$ cat src/rtl/dmem_arb_pkg.sv
// Shared types and constants for the two-requester data-memory arbiter.
package dmem_arb_pkg;

  typedef enum logic {
    IDLE  = 1'b0,
    GRANT = 1'b1
  } arb_state_e;

  localparam int REQ_M0 = 0;
  localparam int REQ_M1 = 1;

  localparam int DEF_DATA_W = 256;
  localparam int DEF_ADDR_W = 32;

endpackage

$ cat src/rtl/dmem_arb_rr_pick.sv
// Two-way round-robin picker: a lone request wins, a tie goes to the requester
// that did not own the memory last (last = index of previous owner).
module dmem_arb_rr_pick
  import dmem_arb_pkg::*;
(
  input  logic [1:0] req,
  input  logic       last,
  output logic [1:0] grant
);

  // One-hot winner selection
  always_comb begin
    grant = 2'b00;
    case (req)
      2'b01: grant[REQ_M0] = 1'b1;
      2'b10: grant[REQ_M1] = 1'b1;
      2'b11: begin
        if (last) begin
          grant[REQ_M0] = 1'b1;
        end else begin
          grant[REQ_M1] = 1'b1;
        end
      end
      default: grant = 2'b00;
    endcase
  end

endmodule

$ cat src/rtl/dmem_arbiter.sv
// Shares one data-memory port between dcache (m0) and icache (m1) with a watchdog.
// Optional feature: define ARB_LOCK_EN to keep a writing owner for one follow-up transaction.
module dmem_arbiter
  import dmem_arb_pkg::*;
#(
  parameter int DATA_W  = DEF_DATA_W,
  parameter int ADDR_W  = DEF_ADDR_W,
  parameter int TIMEOUT = 64
) (
  input  logic              clk_i,
  input  logic              rst_i,
  input  logic              m0_enable_i,
  input  logic              m0_write_i,
  input  logic [ADDR_W-1:0] m0_addr_i,
  input  logic [DATA_W-1:0] m0_data_i,
  output logic [DATA_W-1:0] m0_data_o,
  output logic              m0_ack_o,
  input  logic              m1_enable_i,
  input  logic              m1_write_i,
  input  logic [ADDR_W-1:0] m1_addr_i,
  input  logic [DATA_W-1:0] m1_data_i,
  output logic [DATA_W-1:0] m1_data_o,
  output logic              m1_ack_o,
  output logic              mem_enable_o,
  output logic              mem_write_o,
  output logic [ADDR_W-1:0] mem_addr_o,
  output logic [DATA_W-1:0] mem_data_o,
  input  logic [DATA_W-1:0] mem_data_i,
  input  logic              mem_ack_i,
  output logic [1:0]        grant_o,
  output logic              err_o
);

  localparam int CNT_W = (TIMEOUT > 0) ? $clog2(TIMEOUT + 1) : 1;

  arb_state_e       state_r;
  logic [1:0]       grant_r;
  logic             mem_enable_r;
  logic             err_r;
  logic             last_r;
  logic [CNT_W-1:0] cnt_r;

  logic [1:0]       pick_s;
  logic             owner_en_s;
  logic             retain_s;

  dmem_arb_rr_pick u_pick (
    .req   ({m1_enable_i, m0_enable_i}),
    .last  (last_r),
    .grant (pick_s)
  );

  // Owner-side mux; everything reads as zero while no one holds the grant
  always_comb begin
    mem_write_o = 1'b0;
    mem_addr_o  = {ADDR_W{1'b0}};
    mem_data_o  = {DATA_W{1'b0}};
    owner_en_s  = 1'b0;
    case (grant_r)
      2'b01: begin
        mem_write_o = m0_write_i;
        mem_addr_o  = m0_addr_i;
        mem_data_o  = m0_data_i;
        owner_en_s  = m0_enable_i;
      end
      2'b10: begin
        mem_write_o = m1_write_i;
        mem_addr_o  = m1_addr_i;
        mem_data_o  = m1_data_i;
        owner_en_s  = m1_enable_i;
      end
      default: begin
        mem_write_o = 1'b0;
        mem_addr_o  = {ADDR_W{1'b0}};
        mem_data_o  = {DATA_W{1'b0}};
        owner_en_s  = 1'b0;
      end
    endcase
  end

`ifdef ARB_LOCK_EN
  logic retained_r;

  // A write completing with enable still high keeps the owner, but only once per grant
  always_comb begin
    if (mem_ack_i && mem_write_o && owner_en_s && !retained_r) begin
      retain_s = 1'b1;
    end else begin
      retain_s = 1'b0;
    end
  end

  // Tracks whether the current grant has already used its retain
  always_ff @(posedge clk_i or negedge rst_i) begin
    if (!rst_i) begin
      retained_r <= 1'b0;
    end else if (state_r != GRANT) begin
      retained_r <= 1'b0;
    end else if (mem_ack_i) begin
      retained_r <= retain_s;
    end
  end
`else
  // Without the lock every ack releases the memory
  always_comb begin
    retain_s = 1'b0;
  end
`endif

  // Arbitration FSM with registered grant/enable and the sticky watchdog
  always_ff @(posedge clk_i or negedge rst_i) begin
    if (!rst_i) begin
      state_r      <= IDLE;
      grant_r      <= 2'b00;
      mem_enable_r <= 1'b0;
      err_r        <= 1'b0;
      last_r       <= 1'b1;
      cnt_r        <= {CNT_W{1'b0}};
    end else begin
      case (state_r)
        IDLE: begin
          cnt_r <= {CNT_W{1'b0}};
          if (pick_s != 2'b00) begin
            state_r      <= GRANT;
            grant_r      <= pick_s;
            mem_enable_r <= 1'b1;
          end else begin
            state_r      <= IDLE;
            grant_r      <= 2'b00;
            mem_enable_r <= 1'b0;
          end
        end
        GRANT: begin
          if (mem_ack_i && retain_s) begin
            cnt_r <= {CNT_W{1'b0}};
          end else if (mem_ack_i || !owner_en_s) begin
            // Completion or abort: hand back to IDLE and remember the owner for fairness
            state_r      <= IDLE;
            grant_r      <= 2'b00;
            mem_enable_r <= 1'b0;
            last_r       <= grant_r[REQ_M1];
            cnt_r        <= {CNT_W{1'b0}};
          end else if (TIMEOUT > 0) begin
            if (cnt_r != CNT_W'(TIMEOUT)) begin
              cnt_r <= cnt_r + CNT_W'(1);
              if (cnt_r == CNT_W'(TIMEOUT - 1)) begin
                err_r <= 1'b1;
              end
            end
          end
        end
        default: begin
          state_r      <= IDLE;
          grant_r      <= 2'b00;
          mem_enable_r <= 1'b0;
        end
      endcase
    end
  end

  assign m0_ack_o     = mem_ack_i & grant_r[REQ_M0];
  assign m1_ack_o     = mem_ack_i & grant_r[REQ_M1];
  assign m0_data_o    = mem_data_i;
  assign m1_data_o    = mem_data_i;
  assign mem_enable_o = mem_enable_r;
  assign grant_o      = grant_r;
  assign err_o        = err_r;

endmodule
$ cat config.mk
export PLATFORM = sky130hd
export DESIGN_NAME = dmem_arbiter
export DESIGN_NICKNAME = d
export VERILOG_FILES = /design/src/rtl/dmem_arb_pkg.sv /design/src/rtl/dmem_arb_rr_pick.sv /design/src/rtl/dmem_arbiter.sv
export SDC_FILE = /design/constraint.sdc
export NUM_CORES = 1
export LEC_CHECK = 0
export CAP_MARGIN = 20
export CORE_AREA = 2 2 645 647
export DETAILED_ROUTE_END_ITERATION = 7
export DIE_AREA = 0 0 647 649
export GPL_TIMING_DRIVEN = 0
export SKIP_LAST_GASP = 1
export SLEW_MARGIN = 20
export SYNTH_ARGS = -nofsm -noshare
export SYNTH_HDL_FRONTEND = slang
export SYNTH_HIERARCHICAL = 1
export SYNTH_SLANG_ARGS = --single-unit
$ cat constraint.sdc
create_clock -name clk_i -period 1.84 [get_ports clk_i]
set_input_delay 0.368 -clock clk_i [delete_from_list [all_inputs] [get_ports clk_i]]
set_output_delay 0.368 -clock clk_i [all_outputs]
set_load 0.03 [all_outputs]
# Word-level counts from Yosys, hierarchy flattened
# Index checks and enable logic that the tools add are counted.
dict set report word_totals {
  register_bits 13
  output_inout_bits 807
  elab_cells 44
}
dict set report op_classes {
  addsub 1
  eq_ne 9
  muxes 19
  n_bitwise 4
  n_reduce_logical 5
}
# op count
set ops {}
lappend ops {{256-bit case mux with 2 select lines} 1}
lappend ops {{32-bit case mux with 2 select lines} 1}
lappend ops {{7-bit two-way mux} 2}
lappend ops {{7-bit case mux with 2 select lines} 1}
lappend ops {{1-bit case mux with 2 select lines} 6}
lappend ops {{7-bit by 1-bit adder with 7-bit output (second input constant)} 1}
lappend ops {{7-bit by 6-bit equality test with 1-bit output (second input constant)} 1}
lappend ops {{7-bit != test (second input constant)} 1}
lappend ops {{2-bit equality test (second input constant)} 3}
lappend ops {{1-bit two-way mux} 5}
lappend ops {{2-bit by 1-bit equality test with 1-bit output (second input constant)} 2}
lappend ops {{2-bit two-way mux} 2}
lappend ops {{2-bit case mux with 2 select lines} 1}
lappend ops {{4-bit AND reduction} 1}
lappend ops {{3-bit by 1-bit != test with 1-bit output (second input constant)} 1}
lappend ops {{1-bit AND} 2}
lappend ops {{2-bit by 1-bit != test with 1-bit output (second input constant)} 1}
lappend ops {{1-bit NOT} 2}
lappend ops {{2-bit AND reduction} 1}
lappend ops {{2-bit nonzero test} 1}
lappend ops {{1-bit logical NOT} 1}
lappend ops {{1-bit logical OR} 1}

# Logic depth before layout (Yosys ltp)
# Gate-level depths: netlist of run 1.
dict set report logic_depth {
  ltp_word 6
  depth_mapped 7
  mapped_depth_nobuf 5
}

# Modules after synthesis
# Netlist of run 1, hierarchy kept.
# module n_inst cells_each area_per_inst_um2 seq_area_each_um2
set by_module_without_submodules {}
lappend by_module_without_submodules {dmem_arbiter 1 1253 8192.9 326.6}
lappend by_module_without_submodules {dmem_arb_rr_pick 1 3 18.8 0.0}

# Worst setup path before layout of run 1
# No wires, ideal clock.
dict set report synth_timing {
  path_type {register to output}
  start {reg grant_r[0], in the netlist grant_o[0]}
  end {out mem_data_o[180]}
  arrival_time_ns 1.868
  required_ns 1.472
  setup_slack_ns -0.396
  path_stages_with_launch 7
  path_buffers 3
  path_cell_list {dfrtp_1 > inv_1 > ha_1 > buf_4 > buf_2 > buf_1 > nor2_1}
}
dict set report synth_via {
  elab_chain_cells 2
  elab_cells_between_ends 3
  cone_classes {eq/ne: 2; mux: 1}
}
# element line
set synth_rtl {}
lappend synth_rtl {{from (decl)} dmem_arbiter.sv:37} ;# logic [1:0] grant_r;
lappend synth_rtl {{from (signal assigned)} dmem_arbiter.sv:125} ;# grant_r <= pick_s;
lappend synth_rtl {{2-bit equality test or 2-bit by 1-bit equality test with 1-bit output (tied branches)} dmem_arbiter.sv:59} ;# case (grant_r)
lappend synth_rtl {{256-bit case mux with 2 select lines (*)} dmem_arbiter.sv:59}
lappend synth_rtl {{to (decl)} dmem_arbiter.sv:27} ;# output logic [DATA_W-1:0] mem_data_o,
# Every way passes the cells marked *; elsewhere a longest branch is shown, timed or not.

# Worst setup path in the final report of run 1
dict set report layout_timing {
  start {reg grant_r[1], in the netlist grant_o[1]}
  end {out mem_data_o[159]}
}
# Same word-level chain as after synthesis.

==> flow_summary.ini, run 1 <==
[status]
outcome = complete, but fails checks
violations = setup timing

[sta]
worst-slew-pin-transition_ns = 1.277
timing_hold_violations_final = 0
timing_max_transition_violations_final = 0
fmax_ghz = 0.3468
worst_clock_skew_ns = 0.001262
timing.final.setup_violations = 350
totalNegativeSetupSlack_ns = -227.06
maxSlewHeadroom = 0.1463
period_share = 1.567
rsz0062_at_grt = yes
finalWorstPathRequiredPeriod_ns = 2.884
worst_slack_ns = -1.044

[min_path]
class_of_the_worst_hold_path = flop to flop
worstHoldStart = err_o$_DFFE_PN0P_
holdPathStages = 1
timing.hold.worst_endpoint = err_o$_DFFE_PN0P_

[pwr]
swShare = 0.6739
switchingPower_mw = 16.02
seq_power_share = 0.016
power_per_cell_area_nw_per_um2 = 774.8
ir_drop_uv = 470.8
p_int_mw = 7.753
clkPwrFrac = 0.017
power.leakage_nw = 10.15
power.combinational.fraction = 0.966

[global_routing]
grt_pass1_wl_um = 407000
grt_max_degree = 14
globalRoute.totalOverflow = 0
antenna_violations_before_repair = 441
grt_pass1_vias = 15910
grtUsageTotal = 0.1703

[die]
floorplan.die.width_um = 647
fp-row-count = 236
fp.dieH_um = 649
die-area_um2 = 419900
design.portCount = 1646
initial_core_utilization = 0.01991
coreArea_um2 = 412500

[clock_tree]
ctsHtreeMaxLevel = 1
cts_made_buffers = 3
clock_sink_count = 13
tritoncts = built
clockBufferDepth = 2
worst_skew_pair.late_latency_ns = 0.24
clock_tree.root_cell = sky130_fd_sc_hd__clkbuf_16
cts.reportedPaths.clkPinSlew_ns = 0.05

[yosys]
post-synth-top-area-cell = sky130_fd_sc_hd__buf_4
yosysWarningCount = 6
part_of_the_yosys_area_used_for_sequential_elements = 0.03977
synthDominantCellAreaShare = 0.4699
postSynthNetCount = 2099
synth_area_leaders = sky130_fd_sc_hd__buf_4 (47%), sky130_fd_sc_hd__a22oi_1 (26%), sky130_fd_sc_hd__nor2_1 (13%), sky130_fd_sc_hd__buf_2 (3.9%), sky130_fd_sc_hd__dfrtp_1 (3.7%)
dominantRegCellSynth = sky130_fd_sc_hd__dfrtp_1
postSynthCellCount = 1256
ys_types = 29
top_cells_by_instance_count_after_synthesis = sky130_fd_sc_hd__buf_4 (514), sky130_fd_sc_hd__nor2_1 (293), sky130_fd_sc_hd__a22oi_1 (289)
avgSynthCellArea_um2 = 6.538
post_synth_instance_area_um2 = 8212
async_flop_share = 1.000
synth.most_common_cell = sky130_fd_sc_hd__buf_4
synth_seq_cells = 13
synth_edf_count = 0

[worst_setup_path]
critical_path.max_fanout = 12
timing.critical_path.arrival_ns = 2.52
setup.worst_path.end_class = output pin
crit_type = flop to output pin
crit_path_start = grant_o[1]$_DFFE_PN0P_
worst-r2r-setup-slack_ns = 0.12
rr_endpoint = cnt_r[2]$_DFFE_PN0P_
setup.worst_path.start_class = flop
critPathRequiredTime_ns = 1.47
reg2regPathDepth = 4
crit-reg2reg-launch = grant_o[1]$_DFFE_PN0P_

[detailed_routing]
avgViaCountPerCell = 2.148
postRouteWirelength_um = 372700
drc_errors = 0
routed-via-count = 17780
ant_nets = 0
route.detailed.wl_per_inst_um = 45.02
first_pass_iters = 7
number_of_drc_markers_after_the_initial_detailed_route_iteration = 1404

[final_layout]
postLayoutCoreUtil = 0.07438
areaGrowthSynthToFinish_pct = 273.7
drive_gt1_frac = 0.4108
fill_cell_instance_count_of_the_final_layout = 48350
finish.net_count = 3507

[placement]
io_buffer_count = 1389
routabilityCongestion = 1.262
post-dp-hpwl_um = 359200
place_worst_setup_slack_ns = -2.158

[job]
max_cap_viol_count = 0
==> worst max path at each step <==
stage / endpoint / cells past startpoint / slack, ns
after floorplan: mem_data_o[35] / 6 / -0.21
after global placement: mem_data_o[207] / 6 / -2.32
after detailed placement: mem_data_o[61] / 7 / -2.16
after CTS: mem_data_o[132] / 7 / -0.91
after global routing: mem_data_o[157] / 7 / -0.97
final: mem_data_o[159] / 7 / -1.04
==> kinds of logic after synthesis <==
kind of cell,share of synthesized area
buf+inv,0.5263
simple gates,0.1464
compound gates,0.2769
xor+xnor,0.003200
flops,0.03977
mux,0.001371
fa+ha+maj,0.006095
==> cell type report <==
cell class | instances | area (um2) | share of cell area
inverters | 7 | 26.28 | 0.0008563
repair buffers | 1404 | 13610 | 0.4434
multi-input cells | 627 | 4622 | 0.1506
diodes | 141 | 352.8 | 0.01150
well taps | 5474 | 6849 | 0.2232
flip-flops and latches | 13 | 329.1 | 0.01072
clock buffers | 4 | 78.83 | 0.002569
plain buffers | 608 | 4821 | 0.1571
==> metrics by stage <==
stage | cells | hold WS, ns | cell area, um2 | total power, mW
floorplan | 1256 | 0.07241 | 9284 | 10.37
detailed placement | 8130 | 0.4862 | 30120 | 23.36
global route | 8177 | 0.5522 | 30430 | 24.78
global placement | 8119 | 0.5027 | 30040 | 23.06
CTS | 8137 | 0.4999 | 30340 | 24.01
finish | 8278 | 0.4907 | 30680 | 23.77
==> critical path, cell delays in order (launching register included) <==
cell and delay (ns):
sky130_fd_sc_hd__dfrtp_2 0.44, sky130_fd_sc_hd__ha_4 0.19, sky130_fd_sc_hd__buf_16 0.16, sky130_fd_sc_hd__buf_16 0.22
sky130_fd_sc_hd__buf_12 0.18, sky130_fd_sc_hd__a22oi_2 0.69, sky130_fd_sc_hd__nor2_1 0.08, sky130_fd_sc_hd__buf_2 0.21
==> per-layer routing <==
metal / vias up / share of wire / track usage
li1: 6814 / - / -
met1: 7933 / 0.35 / 0.1751
met2: 2027 / 0.42 / 0.2587
met3: 808 / 0.19 / 0.1462
met4: 200 / 0.033 / 0.04058
met5: - / 0.0044 / 0.004462
==> repair_timing <==
item | in CTS | in global routing
setup endpoints to repair | 359 | 358
resized for setup | 1096 | 200
setup buffers | 3 | 0
hold endpoints to repair | 0 | 0
hold buffers | 0 | 0
pin swaps | 25 | 3
gates cloned | 0 | 1
==> layout by cell type (no fill, tap or decap), types with 9 or more instances in the layout <==
cell type / Yosys / layout
sky130_fd_sc_hd__buf_4: 514 / 561
sky130_fd_sc_hd__buf_2: 64 / 92
sky130_fd_sc_hd__buf_12: 0 / 9
sky130_fd_sc_hd__a22oi_2: 0 / 75
sky130_fd_sc_hd__dfrtp_1: 12 / 10
sky130_fd_sc_hd__clkbuf_2: 0 / 19
sky130_fd_sc_hd__diode_2: 0 / 141
sky130_fd_sc_hd__nor2_1: 293 / 141
sky130_fd_sc_hd__buf_6: 0 / 65
sky130_fd_sc_hd__a22oi_1: 289 / 214
sky130_fd_sc_hd__clkdlybuf4s50_1: 0 / 1083
sky130_fd_sc_hd__dlygate4sd2_1: 0 / 49
sky130_fd_sc_hd__nor2_4: 0 / 58
sky130_fd_sc_hd__nor2_2: 0 / 94
sky130_fd_sc_hd__clkdlybuf4s15_1: 0 / 18
sky130_fd_sc_hd__clkbuf_4: 0 / 23
sky130_fd_sc_hd__clkdlybuf4s15_2: 0 / 65
==> sequential cells by signal (all words and copies together) (netlist names) <==
signal and flops:
cnt_r 7, err_o 1, grant_o 2, last_r 1, mem_enable_o 1, state_r 1
==> power by group through the flow <==
stage / clock, mW / combinational (mW) / sequential [mW]
4_1_cts: 0.415 / 23.2 / 0.385
3_3_place_gp: 0 / 22.7 / 0.390
5_1_grt: 0.433 / 24.0 / 0.395
3_5_place_dp: 0 / 23.0 / 0.398
2_1_floorplan: 0 / 9.94 / 0.423
6_report: 0.415 / 23.0 / 0.388
(Power assumes the default switching activity.)
==> run 2, diff against run 1 <==
- CAP_MARGIN: 20 -> 40
- GPL_TIMING_DRIVEN: 0 -> not set
==> run 2 against run 1 <==
  * The run still ends with setup timing left
  * Register-to-register slack got worse by 0.53 ns
  * Die area did not move
  * Routed wire length fell by 0.34%
  * Final cell count fell by 13%
  * Via count fell by 20%
  * Design area fell by 14%
  * Sequential share of layout area rose by 0.17 points
  * Clock skew barely moved
==> flow_summary.ini, run 2 (synthesis gave the netlist of run 1 again) <==
[clock_tree]
clock_tree.root_cell = sky130_fd_sc_hd__clkbuf_16
worst_skew_pair.late_latency_ns = 0.25
cts.reportedPaths.clkPinSlew_ns = 0.05
ctsHtreeMaxLevel = 1
clockBufferDepth = 2
cts_hold_buffers = 0
cts_made_buffers = 3
tritoncts = built
clock_sink_count = 13

[sta]
timing.final.setup_violations = 302
timing_max_transition_violations_final = 0
finalWorstPathRequiredPeriod_ns = 2.502
rsz0062_at_grt = yes
hold_slack_ns = 0.4754
maxSlewHeadroom = 0.4643
worst-slew-pin-transition_ns = 0.8010
totalNegativeSetupSlack_ns = -137.45
worst_slack_ns = -0.6624
period_share = 1.360
worst_clock_skew_ns = 0.001631
fmax_ghz = 0.3996
timing_hold_violations_final = 0

[pwr]
power_per_cell_area_nw_per_um2 = 960.2
switchingPower_mw = 13.94
swShare = 0.5491
ir_drop_uv = 645.5
p_int_mw = 11.45
power.combinational.fraction = 0.968
power.leakage_nw = 7.111
clkPwrFrac = 0.016
seq_power_share = 0.016

[detailed_routing]
first_pass_iters = 5
ant_nets = 0
route.detailed.wl_per_inst_um = 51.46
drc_errors = 0
routed-via-count = 14160
postRouteWirelength_um = 371400
number_of_drc_markers_after_the_initial_detailed_route_iteration = 1094
avgViaCountPerCell = 1.962

[final_layout]
areaGrowthSynthToFinish_pct = 221.9
registers.top_by_ff_count = cnt_r
mostFrequentLayoutCell = sky130_fd_sc_hd__clkdlybuf4s50_1
layout.cell_area.non_filler_um2 = 26440
postLayoutCoreUtil = 0.06408
fill_cell_instance_count_of_the_final_layout = 48210
final_cell_mix = sky130_fd_sc_hd__clkdlybuf4s50_1 (582), sky130_fd_sc_hd__buf_12 (268), sky130_fd_sc_hd__a22oi_2 (152), sky130_fd_sc_hd__nor2_2 (151), sky130_fd_sc_hd__a22oi_1 (137)
finish.net_count = 2546
largest_register_ffs = 7
drive_gt1_frac = 0.4976

[worst_setup_path]
setup.worst_path.end_class = output pin
setup.worst_path.start_class = flop
crit_type = flop to output pin
critical_path.slowest_cell = sky130_fd_sc_hd__a22oi_2
critPathTopFamily = compound AO/OA/AOI/OAI gates
number_of_buffer_and_inverter_stages_on_the_critical_path = 4
timing.critical_path.arrival_ns = 2.13
timing.critical_path.mode_cell = sky130_fd_sc_hd__buf_12
crit_path_cell_trace = inv_2, ha_4, buf_16, buf_12, a22oi_2, nor2_2, buf_12
critical_path.max_fanout = 24
critPathRequiredTime_ns = 1.47
critical-path-max-stage-delay_ns = 0.58

[job]
max_cap_viol_count = 0

[die]
fp-row-count = 236
initial_core_utilization = 0.01991
floorplan.die.width_um = 647
die-area_um2 = 419900
coreArea_um2 = 412500
fp.dieH_um = 649
design.portCount = 1646

[global_routing]
globalRoute.totalOverflow = 0
grtUsageTotal = 0.1689
grt_pass1_vias = 12320
grt_pass1_wl_um = 398100
antenna_violations_before_repair = 356
grt_max_degree = 31

[status]
violations = setup timing
outcome = complete, but fails checks

[placement]
io_buffer_count = 877
routabilityCongestion = 0.9569
place_worst_setup_slack_ns = -0.6213
place_area_um2 = 23760
post-dp-hpwl_um = 352800

[min_path]
class_of_the_worst_hold_path = flop to flop
==> run 2: area by class of cell <==
type	instances	area [um2]	share of cell area
well taps	5474	6849	0.2591
clock buffers	4	78.83	0.002982
repair buffers	1051	13840	0.5235
diodes	42	105.1	0.003976
multi-input cells	627	5207	0.1970
inverters	7	26.28	0.0009939
flip-flops and latches	13	329.1	0.01245
==> run 2: path summary, 6_finish.rpt <==
check | from | endpoint | slack [ns] | cells after the start
worst max-delay path | grant_o[0]$_DFFE_PN0P_ | mem_data_o[74] | -0.66 | 7
worst min-delay path | err_o$_DFFE_PN0P_ | err_o$_DFFE_PN0P_ | 0.48 | 1
worst max register to register | grant_o[0]$_DFFE_PN0P_ | last_r$_DFFE_PN1P_ | -0.41 | 10
worst min register to register | err_o$_DFFE_PN0P_ | err_o$_DFFE_PN0P_ | 0.48 | 1
max in group asynchronous | rst_i | grant_o[0]$_DFFE_PN0P_ | 0.86 | 1
min in group asynchronous | rst_i | cnt_r[6]$_DFFE_PN0P_ | 0.53 | 1
==> run 2: power by group through the flow <==
stage / logic, mW / registers [mW] / clock network, mW
finish: 24.6 / 0.408 / 0.414
global route: 25.7 / 0.414 / 0.434
CTS: 22.7 / 0.409 / 0.421
detailed placement: 20.7 / 0.410 / 0
global placement: 20.6 / 0.405 / 0
floorplan: 9.94 / 0.423 / 0
==> run 2: worst reg2reg max path, stage by stage, from the launching register on <==
cell,delay (ns)
sky130_fd_sc_hd__dfrtp_2,0.41
sky130_fd_sc_hd__inv_2,0.06
sky130_fd_sc_hd__ha_4,0.18
sky130_fd_sc_hd__buf_6,0.12
sky130_fd_sc_hd__buf_12,0.14
sky130_fd_sc_hd__buf_16,0.17
sky130_fd_sc_hd__buf_12,0.15
sky130_fd_sc_hd__buf_8,0.13
sky130_fd_sc_hd__a22o_1,0.25
sky130_fd_sc_hd__a21boi_1,0.21
sky130_fd_sc_hd__mux2_2,0.36
==> run 2: metrics by stage <==
step,cells,power (mW)
2_1_floorplan,1256,10.37
3_3_place_gp,7088,21.03
3_5_place_dp,7088,21.11
4_1_cts,7131,23.58
5_1_grt,7200,26.51
6_report,7218,25.38
==> run 2: repair_timing <==
action	CTS	global route
gates resized for setup	92	183
pin swaps	35	59
setup endpoints to repair	298	302
buffers inserted	27	29
cloned	12	19
==> run 2: per-layer routing <==
| metal | track usage | part of all wire | routed length, um |
|---|---|---|---|
| met5 | 0.02506 | 0.0070 | 2598 |
| met4 | 0.04476 | 0.036 | 13230 |
| met3 | 0.2205 | 0.28 | 102900 |
| met2 | 0.2578 | 0.42 | 157600 |
| met1 | 0.1238 | 0.26 | 95100 |
